<file path="src/rtl/apb_arb_pkg.sv">
// Shared types and constants for the two-master APB arbiter.
// The response record is sized for the 32-bit APB data path used on this bus.
package apb_arb_pkg;

  localparam int APB_DATA_W = 32;

  typedef enum logic [1:0] {
    IDLE,
    SETUP,
    ACCESS,
    RESP
  } state_e;

  localparam logic [1:0] GNT_NONE = 2'b00;
  localparam logic [1:0] GNT_S0   = 2'b01;
  localparam logic [1:0] GNT_S1   = 2'b10;

  typedef struct packed {
    logic [APB_DATA_W-1:0] prdata;
    logic                  pslverr;
  } resp_t;

endpackage

</file>
<file path="src/rtl/apb_arb_rr2.sv">
// Combinational two-requester round-robin picker.
// last_gnt = 1 means port 1 owned the previous transfer, so port 0 wins a tie.
module apb_arb_rr2
  import apb_arb_pkg::*;
(
  input  logic [1:0] req,
  input  logic       last_gnt,
  output logic [1:0] gnt
);

  always_comb begin
    gnt = GNT_NONE;
    unique case (req)
      2'b01:   gnt = GNT_S0;
      2'b10:   gnt = GNT_S1;
      2'b11:   gnt = last_gnt ? GNT_S0 : GNT_S1;
      default: gnt = GNT_NONE;
    endcase
  end

endmodule

</file>
<file path="src/rtl/apb_mst_arbiter.sv">
// Two-master to one-slave APB arbiter: the winning request is latched, replayed
// downstream as SETUP/ACCESS, and the response is returned to its owner.
module apb_mst_arbiter
  import apb_arb_pkg::*;
#(
  parameter int ADDR_WIDTH     = 32,
  parameter int DATA_WIDTH     = APB_DATA_W,
  parameter int TIMEOUT_CYCLES = 256
) (
  input  logic                  pclk,
  input  logic                  prst_n,
  input  logic                  s0_psel,
  input  logic                  s0_penable,
  input  logic                  s0_pwrite,
  input  logic [ADDR_WIDTH-1:0] s0_paddr,
  input  logic [DATA_WIDTH-1:0] s0_pwdata,
  output logic [DATA_WIDTH-1:0] s0_prdata,
  output logic                  s0_pready,
  output logic                  s0_pslverr,
  input  logic                  s1_psel,
  input  logic                  s1_penable,
  input  logic                  s1_pwrite,
  input  logic [ADDR_WIDTH-1:0] s1_paddr,
  input  logic [DATA_WIDTH-1:0] s1_pwdata,
  output logic [DATA_WIDTH-1:0] s1_prdata,
  output logic                  s1_pready,
  output logic                  s1_pslverr,
  output logic                  m_psel,
  output logic                  m_penable,
  output logic                  m_pwrite,
  output logic [ADDR_WIDTH-1:0] m_paddr,
  output logic [DATA_WIDTH-1:0] m_pwdata,
  input  logic [DATA_WIDTH-1:0] m_prdata,
  input  logic                  m_pready,
  input  logic                  m_pslverr,
  output logic [1:0]            arb_gnt,
  output logic                  arb_timeout
);

  localparam bit TO_EN = (TIMEOUT_CYCLES > 0);
  localparam int CNT_W = TO_EN ? $clog2(TIMEOUT_CYCLES + 1) : 1;
  localparam logic [CNT_W-1:0] CNT_LAST = TO_EN ? CNT_W'(TIMEOUT_CYCLES - 1) : '0;
  localparam logic [CNT_W-1:0] CNT_MAX  = '1;

  state_e                state_reg, state_next;
  logic [1:0]            gnt_reg, gnt_next;
  logic                  last_gnt_reg, last_gnt_next;
  logic [ADDR_WIDTH-1:0] addr_reg, addr_next;
  logic [DATA_WIDTH-1:0] wdata_reg, wdata_next;
  logic                  write_reg, write_next;
  resp_t                 resp_reg, resp_next;
  logic [CNT_W-1:0]      cnt_reg, cnt_next;
  logic                  timeout_reg, timeout_next;
  logic [1:0]            pick;

  apb_arb_rr2 u_rr2 (
    .req      ({s1_psel, s0_psel}),
    .last_gnt (last_gnt_reg),
    .gnt      (pick)
  );

  always_ff @(posedge pclk or negedge prst_n) begin
    if (!prst_n) begin
      state_reg    <= IDLE;
      gnt_reg      <= GNT_NONE;
      last_gnt_reg <= 1'b1;
      addr_reg     <= '0;
      wdata_reg    <= '0;
      write_reg    <= 1'b0;
      resp_reg     <= '0;
      cnt_reg      <= '0;
      timeout_reg  <= 1'b0;
    end else begin
      state_reg    <= state_next;
      gnt_reg      <= gnt_next;
      last_gnt_reg <= last_gnt_next;
      addr_reg     <= addr_next;
      wdata_reg    <= wdata_next;
      write_reg    <= write_next;
      resp_reg     <= resp_next;
      cnt_reg      <= cnt_next;
      timeout_reg  <= timeout_next;
    end
  end

  always_comb begin
    state_next    = state_reg;
    gnt_next      = gnt_reg;
    last_gnt_next = last_gnt_reg;
    addr_next     = addr_reg;
    wdata_next    = wdata_reg;
    write_next    = write_reg;
    resp_next     = resp_reg;
    cnt_next      = cnt_reg;
    timeout_next  = 1'b0;
    case (state_reg)
      IDLE: begin
        if (pick != GNT_NONE) begin
          gnt_next   = pick;
          addr_next  = pick[1] ? s1_paddr  : s0_paddr;
          wdata_next = pick[1] ? s1_pwdata : s0_pwdata;
          write_next = pick[1] ? s1_pwrite : s0_pwrite;
          resp_next  = '0;
          cnt_next   = '0;
          state_next = SETUP;
        end
      end
      SETUP: state_next = ACCESS;
      ACCESS: begin
        if (m_pready) begin
          resp_next.prdata  = write_reg ? '0 : m_prdata;
          resp_next.pslverr = m_pslverr;
          state_next        = RESP;
        end else if (TO_EN && (cnt_reg == CNT_LAST)) begin
          // Abort a hung slave: the owner gets an error instead of waiting forever.
          resp_next.prdata  = '0;
          resp_next.pslverr = 1'b1;
          timeout_next      = 1'b1;
          state_next        = RESP;
        end else if (cnt_reg != CNT_MAX) begin
          cnt_next = cnt_reg + 1'b1;
        end
      end
      RESP: begin
        last_gnt_next = gnt_reg[1];
        gnt_next      = GNT_NONE;
        cnt_next      = '0;
        state_next    = IDLE;
      end
      default: state_next = IDLE;
    endcase
  end

  logic busy, s0_resp, s1_resp;

  // A master that has dropped psel/penable before its response is not answered.
  assign busy    = (state_reg == SETUP) || (state_reg == ACCESS);
  assign s0_resp = (state_reg == RESP) && gnt_reg[0] && s0_psel && s0_penable;
  assign s1_resp = (state_reg == RESP) && gnt_reg[1] && s1_psel && s1_penable;

  assign m_psel     = busy;
  assign m_penable  = (state_reg == ACCESS);
  assign m_pwrite   = busy ? write_reg : 1'b0;
  assign m_paddr    = busy ? addr_reg  : '0;
  assign m_pwdata   = busy ? wdata_reg : '0;

  assign s0_pready  = s0_resp;
  assign s0_prdata  = s0_resp ? resp_reg.prdata  : '0;
  assign s0_pslverr = s0_resp ? resp_reg.pslverr : 1'b0;
  assign s1_pready  = s1_resp;
  assign s1_prdata  = s1_resp ? resp_reg.prdata  : '0;
  assign s1_pslverr = s1_resp ? resp_reg.pslverr : 1'b0;

  assign arb_gnt     = gnt_reg;
  assign arb_timeout = timeout_reg;

endmodule

</file>
<file path="config.mk">
export PLATFORM = sky130hd
export DESIGN_NAME = apb_mst_arbiter
export DESIGN_NICKNAME = d
export VERILOG_FILES = /design/src/rtl/apb_arb_pkg.sv /design/src/rtl/apb_arb_rr2.sv /design/src/rtl/apb_mst_arbiter.sv
export SDC_FILE = /design/constraint.sdc
export NUM_CORES = 1
export LEC_CHECK = 0
export ABC_AREA = 1
export CAP_MARGIN = 25
export CORE_ASPECT_RATIO = 0.8
export CORE_MARGIN = 8
export CORE_UTILIZATION = 40
export CTS_BUF_LIST = sky130_fd_sc_hd__clkbuf_16
export DETAILED_ROUTE_END_ITERATION = 8
export PLACE_DENSITY = 0.79
export SYNTH_ARGS = -nofsm -noshare
export SYNTH_HDL_FRONTEND = slang
export SYNTH_SLANG_ARGS = --single-unit
</file>
<file path="constraint.sdc">
create_clock -name pclk -period 2.4 [get_ports pclk]
set_clock_uncertainty 0.15 [all_clocks]
set_input_delay 0.36 -clock pclk [delete_from_list [all_inputs] [get_ports pclk]]
set_output_delay 0.36 -clock pclk [all_outputs]
set_load 0.02 [all_outputs]
</file>
-- Word level (Yosys, flattened, before mapping)
Index checks and enable logic that the tools add are counted.
- register bits: 113
- bits of input ports: 170
- output and inout port bits: 138
- word-level logic and storage cells: 72
- add/subtract/negate cells: 1
- eq/ne operators: 13
- multiplexer cells: 31
- reduce and logical (&&, ||, !) cells: 17
- operators with widths (cell ; count):
    32-bit two-way mux ; 7
    33-bit two-way mux ; 3
    33-bit one-hot mux with 2 select lines ; 1
    9-bit two-way mux ; 4
    9-bit one-hot mux with 3 select lines ; 1
    2-bit two-way mux ; 5
    9-bit by 1-bit adder with 9-bit output, second input constant ; 1
    9-bit by 8-bit == test with 1-bit output, second input constant ; 1
    9-bit inequality test, second input constant ; 1
    2-bit == test, second input constant ; 4
    2-bit one-hot mux with 4 select lines ; 1
    1-bit two-way mux ; 7
    1-bit logical AND ; 6
    2-bit inequality test, second input constant ; 3
    2-bit one-hot mux with 3 select lines ; 1
    2-bit AND reduction ; 3
    2-bit nonzero test ; 3
    5-bit AND reduction ; 1
    2-bit by 1-bit == test with 1-bit output, second input constant ; 2
    2-bit one-hot mux with 2 select lines ; 1
    3-bit by 1-bit inequality test with 1-bit output, second input constant ; 1
    3-bit AND reduction ; 1
    3-bit nonzero test ; 1
    2-bit logical NOT ; 1
    2 further kinds ; 2

-- Logic depth before layout (Yosys ltp)
Gate-level depths: netlist (run 1).
- word-level depth: 5
- gate-level depth with buffers: 14
- depth with buffers taken out: 13

-- Cells and area by module
A second synthesis (run 1) with hierarchy kept.
- cell total of the unflattened synthesis: 870
- area, all modules: 6065.8 µm²
- modules (own cells, without submodules) (module ; instances ; cells an instance ; area each (µm²) ; seq. area each (µm²)):
    apb_mst_arbiter ; 1 ; 865 ; 6044.5 ; 2829.0
    apb_arb_rr2 ; 1 ; 5 ; 21.3 ; 0.0

-- Worst setup path after synthesis (run 1)
Ideal clock, no wire load.
- path kind: reg-to-output
- start: register state_reg[0]
- end: output m_paddr[22]
- data arrival time: 1.644 ns
- data required time: 1.890 ns
- slack: 0.246 ns
- cell stages (with the launch flop): 7
- buffers on the path: 2
- path through: dfrtp_1 > inv_1 > ha_1 > clkbuf_1 > buf_1 > nand2_1 > inv_1
- cells in the longest elaborated chain, start to end: 3
- elaborated cells on any way between the ends: 4
- classes of those cells: eq/ne (2); mux (1); reduce/logical (1)
- ends and longest elaborated chain (element ; line ; source):
    start: declaration ; apb_mst_arbiter.sv:45 ; state_e state_reg, state_next;
    start signal: assignment ; apb_mst_arbiter.sv:74 ; state_reg <= state_next;
    2-bit by 1-bit == test with 1-bit output or 2-bit == test (tied branches) ; apb_mst_arbiter.sv:137 ; assign busy = (state_reg == SETUP) || (state_reg == ACCESS);
    1-bit logical OR * ; apb_mst_arbiter.sv:137 ;
    net m_psel ; apb_mst_arbiter.sv:28 ; output logic m_psel,
    32-bit two-way mux * ; apb_mst_arbiter.sv:144 ; assign m_paddr = busy ? addr_reg : '0;
    end: declaration ; apb_mst_arbiter.sv:31 ; output logic [ADDR_WIDTH-1:0] m_paddr,
The timed path passes the listed nets; every way through them passes the cells marked *.

-- Final worst setup path (run 1)
- start: register state_reg[1]
- end: output s1_prdata[20]
- cells in the longest elaborated chain, start to end: 5
- ends and longest elaborated chain (element ; line ; source):
    2-bit == test ; apb_mst_arbiter.sv:139 ; assign s1_resp = (state_reg == RESP) && gnt_reg[1] && s1_psel && s1_penable;
    1-bit logical AND (3 in series) ; apb_mst_arbiter.sv:139 ;
    32-bit two-way mux ; apb_mst_arbiter.sv:151 ; assign s1_prdata = s1_resp ? resp_reg.prdata : '0;
    end: declaration ; apb_mst_arbiter.sv:25 ; output logic [DATA_WIDTH-1:0] s1_prdata,
No other way between the ends.

==> results.json, run 1 <==
{
  "status": "completed",
  "drive_gt1_frac": 0.155,
  "first_pass_iters": 5,
  "worstPathRequired_ps": 1890,
  "core_mm2": 0.0155,
  "yosysSeqAreaShare": 0.451,
  "rows": 41,
  "slew_violations": 0,
  "cts_tree": "built",
  "clock-root-buffer": "clkbuf_16",
  "synth_mux_area_frac": 0,
  "synth_top_family_by_area": "simple AND/OR/NAND/NOR gates",
  "synth_area_per_cell_um2": 7.02,
  "arrival_ps": 1820,
  "tns_ps": 0,
  "leakage_nw": 5.22,
  "ff2ff_setup_slack_ps": 210,
  "power.density_mw_per_mm2": 1210,
  "whs_path_depth": 2,
  "synth-main-ff-cell": "dfrtp_1",
  "critPathLaunch": "state_reg[1]",
  "design_area_mm2": 0.00988,
  "start_util": 0.404,
  "synthXorXnorAreaFrac": 0,
  "dp_hpwl_um": 15600,
  "synth.most_common_cell": "nand2_1",
  "synth-edff-count": 0,
  "vdd_drop_max_uv": 567,
  "timing.fmax_ghz": 0.430,
  "yosys_warnings": 0,
  "grt_max_degree": 101,
  "cts-buffers-inserted": 17,
  "rsz0062_at_grt": "true",
  "cp-end-kind": "output port",
  "setup_viol": 0,
  "clkSinkCount": 113,
  "hold_class": "reg -> reg",
  "crit_fanout": 34,
  "maxCapViolCount": 0,
  "reg2reg_from": "cnt_reg[0]",
  "area_growth_pct": 57.4,
  "grt_pass1_wl_um": 31400,
  "cts.clk_slew.worst_paths_ps": 50,
  "yosys-top-cells-area": "dfrtp_1 45%, nand2_1 14%, inv_1 11%",
  "wl_met2_um": 10200,
  "met3_length_um": 2070,
  "port_buffers": 307,
  "finish.utilization": 0.636,
  "io_pins": 308,
  "syn-num-nets": 1072,
  "grt-ovfl-total": 0,
  "antenna_found_initial": 0,
  "synth-simple-area-share": 0.223,
  "reg2reg_depth": 14,
  "routedWlPerCell_um": 14.9,
  "fin_crit_sh": 0.969,
  "path_class": "reg -> out",
  "die_height_um": 128,
  "synthAdderAreaFrac": 0.0159,
  "m1WireLength_um": 8780,
  "worst_slack_ps": 73.4,
  "ant_nets": 0,
  "relSlewSlack": 0.633,
  "start_kind": "flop",
  "clk_path_buf_depth": 2,
  "viasPerCell": 4.58,
  "routed_wl_um": 21300,
  "tightest_slew_ps": 550,
  "yosys-top-cells-count": "226 x nand2_1, 182 x inv_1, 123 x o21ai_1",
  "synth_area_mm2": 0.00628,
  "htreeDepth": 4,
  "vias": 6563,
  "synthArstFlopShare": 1.00,
  "drc": 0,
  "dp_slack_ps": -48.3,
  "power_w": 0.0119,
  "clk_latency_ps": 410,
  "synth-compound-area-share": 0.149,
  "period_minus_slack_ps": 2330,
  "grtUsageTotal": 0.200,
  "drt-initial-drc-count": 356,
  "dieArea_mm2": 0.0200,
  "synth_cell_types": 24,
  "die_x_um": 156,
  "ys_ff_latch": 113,
  "min-delay-start": "addr_reg[18]",
  "final_hold_viol_count": 0,
  "syn_inst": 894,
  "synth_top_area_share": 0.446,
  "largest_register_ffs": 33,
  "dpl_cell_area_mm2": 0.00965,
  "gp_congestion": 0.811,
  "first_global_vias": 6212,
  "diodes": 0,
  "yosys.area.top_type": "dfrtp_1",
  "layout.nets": 1382,
  "top_layer": "met4"
}
-- worst max-delay path, stage by stage (launching register included) --
cell	delay [ps]
dfrtp_1	380
ha_2	250
nand4_1	160
buf_12	200
nor2_1	90
clkdlybuf4s15_1	300
-- what timing repair did --
action	4_1_cts	5_1_grt
setup endpoints to repair	133	166
cloned	1	4
setup buffers	2	5
gates resized for setup	192	210
hold endpoints to repair	36	0
hold buffers	1	0
pin swaps	0	2
-- kinds of logic (layout without fill, tap and decap cells) --
family                     after synthesis  after routing
DFF                                    113            113
AOI/OAI and AO/OA                      184            184
and+or+nand+nor                        352            352
adders and majority gates                8              8
buffers and inverters                  237            560
-- per-stage QoR --
stage               hold slack, ps  std cells
floorplan                    -85.6        894
global placement               229       1387
detailed placement             230       1387
CTS                            342       1423
global route                   355       1432
finish                         335       1432
-- power by group --
part	total, W	leakage [nW]	internal [W]	switching (W)
clock network	0.00234	0.271	0.00149	0.000847
logic	0.00656	3.50	0.00259	0.00398
registers	0.00304	1.45	0.00267	0.000378
-- metal layers --
layer / vias up / global-route usage
met5: - / 0
met3: 24 / 0.0883
met2: 276 / 0.332
li1: 3347 / -
met4: 0 / 0.0598
met1: 2916 / 0.228
-- cells in the final DEF (no fill, tap or decap), types with 40 or more instances in the layout --
cell type,instances
clkbuf_2,92
inv_1,183
nand2_1,226
nand3_1,40
nor2_1,73
clkdlybuf4s50_1,171
dfrtp_1,112
o21ai_1,123
o21ai_0,53
-- path summary, 6_finish.rpt --
| path | end |
|---|---|
| worst max-delay path | s1_prdata[20] |
| worst min register to register | addr_reg[18] |
| max in group asynchronous | addr_reg[22] |
| min in group asynchronous | wdata_reg[28] |
| worst min-delay path | addr_reg[18] |
| worst max register to register | resp_reg[4] |
-- cell type report --
cell class              count  area (um^2)
repair buffers            344         3050
inverters                 184          691
fillers                  1390         5660
well taps                 215          269
clock inverters            15          126
multi-input cells         544         2490
flip-flops and latches    113         2830
clock buffers              17          425
Note: power is estimated with default switching activity, not from simulation.
==> inputs of run 2 (changes only) <==
--- a/config.mk
+++ b/config.mk
@@ -6,7 +6,6 @@
 export NUM_CORES = 1
 export LEC_CHECK = 0
 export ABC_AREA = 1
-export CAP_MARGIN = 25
 export CORE_ASPECT_RATIO = 0.8
 export CORE_MARGIN = 8
 export CORE_UTILIZATION = 40
==> results of run 2 <==
The final DEF is identical to that of run 1; final timing and power are the same.
==> inputs of run 3 (changes only) <==
--- a/config.mk
+++ b/config.mk
@@ -8,10 +8,10 @@
 export ABC_AREA = 1
 export CORE_ASPECT_RATIO = 0.8
 export CORE_MARGIN = 8
-export CORE_UTILIZATION = 40
+export CORE_UTILIZATION = 41
 export CTS_BUF_LIST = sky130_fd_sc_hd__clkbuf_16
 export DETAILED_ROUTE_END_ITERATION = 8
-export PLACE_DENSITY = 0.79
+export PLACE_DENSITY = 0.81
 export SYNTH_ARGS = -nofsm -noshare
 export SYNTH_HDL_FRONTEND = slang
 export SYNTH_SLANG_ARGS = --single-unit
==> run 3 against run 2 <==
Via count up 1.5%. Final area up 0.22%. Combinational power about the same. Global-route usage up 2.1 points. Final cell count down 1.8%. Routed wire length up 4.3%. Worst setup slack better by 3.8 ps. Critical path depth up 9. Register-to-register slack worse by 130 ps. Sequential power about the same. Power up 2.6%. Sequential cell count unchanged. Critical endpoint is now resp_reg[5]. Largest cell class unchanged. Largest power group unchanged.
==> results.json, run 3 (synthesis results as in run 1) <==
{
  "ff2ff_setup_slack_ps": 80,
  "first_pass_iters": 5,
  "worst_slack_ps": 77.2,
  "met3_length_um": 2080,
  "maxCapViolCount": 0,
  "cts.clk_slew.worst_paths_ps": 50,
  "timing.fmax_ghz": 0.431,
  "fin_crit_sh": 0.968,
  "crit_fanout": 11,
  "slew_violations": 0,
  "vias": 6664,
  "cts_tree": "built",
  "ant_nets": 0,
  "die_height_um": 127,
  "gp_congestion": 0.836,
  "htreeDepth": 4,
  "io_pins": 308,
  "reg2reg_from": "cnt_reg[1]",
  "core_mm2": 0.0150,
  "grt_max_degree": 68,
  "cp-end-kind": "flop",
  "viasPerCell": 4.74,
  "drc": 0,
  "relSlewSlack": 0.644,
  "port_buffers": 307,
  "reg2reg_to": "resp_reg[5]",
  "clkSinkCount": 113,
  "start_kind": "flop",
  "grtUsageTotal": 0.221,
  "dp_hpwl_um": 15900,
  "stdcell_count": 1406,
  "first_global_vias": 6549,
  "final_hold_viol_count": 0,
  "start_util": 0.418,
  "status": "completed",
  "leakage_nw": 5.25,
  "cts-buffers-inserted": 17,
  "antenna_found_initial": 1,
  "final_cell_mix": "225 x nand2_1, 181 x inv_1, 171 x clkdlybuf4s50_1",
  "arrival_ps": 2510,
  "drive_gt1_frac": 0.173,
  "wl_met2_um": 10900,
  "layout.nets": 1381,
  "dpl.cell_count": 1360,
  "grt_pass1_wl_um": 34200,
  "tightest_slew_ps": 535,
  "grt-ovfl-total": 0,
  "setup_viol": 0,
  "drt-initial-drc-count": 411,
  "m1WireLength_um": 8750,
  "final_common_cell": "nand2_1",
  "routed_wl_um": 22200,
  "path_class": "reg -> reg",
  "power_w": 0.0123,
  "dieArea_mm2": 0.0196,
  "dp_slack_ps": -139,
  "worstPathRequired_ps": 2590,
  "die_x_um": 154,
  "period_minus_slack_ps": 2320,
  "largest_register_ffs": 33,
  "clk_latency_ps": 410,
  "rows": 40,
  "vdd_drop_max_uv": 757,
  "tns_ps": 0,
  "area_growth_pct": 57.7,
  "hold_class": "in -> async",
  "clock-root-buffer": "clkbuf_16",
  "nFillCells": 1317,
  "routedWlPerCell_um": 15.8,
  "power.density_mw_per_mm2": 1240,
  "reg2reg_depth": 14,
  "clk_path_buf_depth": 2,
  "top_layer": "met4"
}
run 3: cell count changes in the layout (fill, tap and decap cells not counted), moves of 2 or more:
cell and delta:
clkbuf_2 -27, inv_2 +2, buf_2 +33, clkbuf_4 +2, bufinv_16 +3, clkdlybuf4s15_1 -16
inv_1 -2, clkdlybuf4s15_2 +7, clkinv_1 -2
run 3: cell type report:
| type | count | area [um^2] | area share |
|---|---|---|---|
| Clock buffer | 17 | 425 | 0.0430 |
| Antenna cell | 1 | 2.50 | 0.000253 |
| Inverter | 184 | 691 | 0.0697 |
| Sequential cell | 113 | 2830 | 0.286 |
| Tap cell | 189 | 236 | 0.0239 |
| Timing Repair Buffer | 343 | 3020 | 0.305 |
| Clock inverter | 15 | 198 | 0.0200 |
| Multi-Input combinational cell | 544 | 2500 | 0.253 |
run 3: metrics by stage:
step	utilization	cell area (um^2)	hold WS (ps)
after floorplan	-	6280	-85.6
after global placement	0.641	9620	222
after detailed placement	0.641	9620	225
after CTS	0.681	10200	331
after global routing	0.660	9900	351
final	0.660	9900	325
run 3: layer usage:
metal	vias to the layer above	global-route usage
li1	3351	-
met1	3016	0.242
met2	264	0.376
met3	33	0.0909
met4	0	0.0868
met5	-	0
run 3: repair_timing:
| item | 4_1_cts | 5_1_grt |
|---|---|---|
| resized for setup | 327 | 145 |
| buffers inserted | 3 | 4 |
| pin swaps | 1 | 2 |
| hold buffers | 1 | 0 |
| setup endpoints to repair | 135 | 142 |
| hold endpoints to repair | 38 | 0 |
| gates cloned | 2 | 3 |
run 3: power by group:
group / leakage, nW / switching, W / internal (W)
combinational: 3.50 / 0.00400 / 0.00254
clock: 0.310 / 0.000853 / 0.00181
sequential: 1.45 / 0.000391 / 0.00267
total: 5.25 / 0.00524 / 0.00702
run 3: how the worst max path moves through the flow:
stage	startpoint	to	slack, ps	cells after the start
final	cnt_reg[1]	resp_reg[5]	80	14
after detailed placement	s0_psel	s0_prdata[12]	-140	5
after global placement	s0_psel	s0_prdata[20]	-70	5
after global routing	cnt_reg[1]	resp_reg[3]	-80	14
after CTS	state_reg[1]	s0_prdata[12]	-10	5
after floorplan	state_reg[0]	m_paddr[22]	250	6
run 3: critical path: stages (launching register included):
cell,delay [ps]
dfrtp_1,400
ha_4,170
nand2_1,90
nor2_1,110
nand2_1,80
nor2_2,110
ha_2,180
inv_1,50
nand3_1,140
nand2_2,110
nor2_4,190
buf_6,140
clkbuf_16,150
nand3_1,90
o21ai_1,80
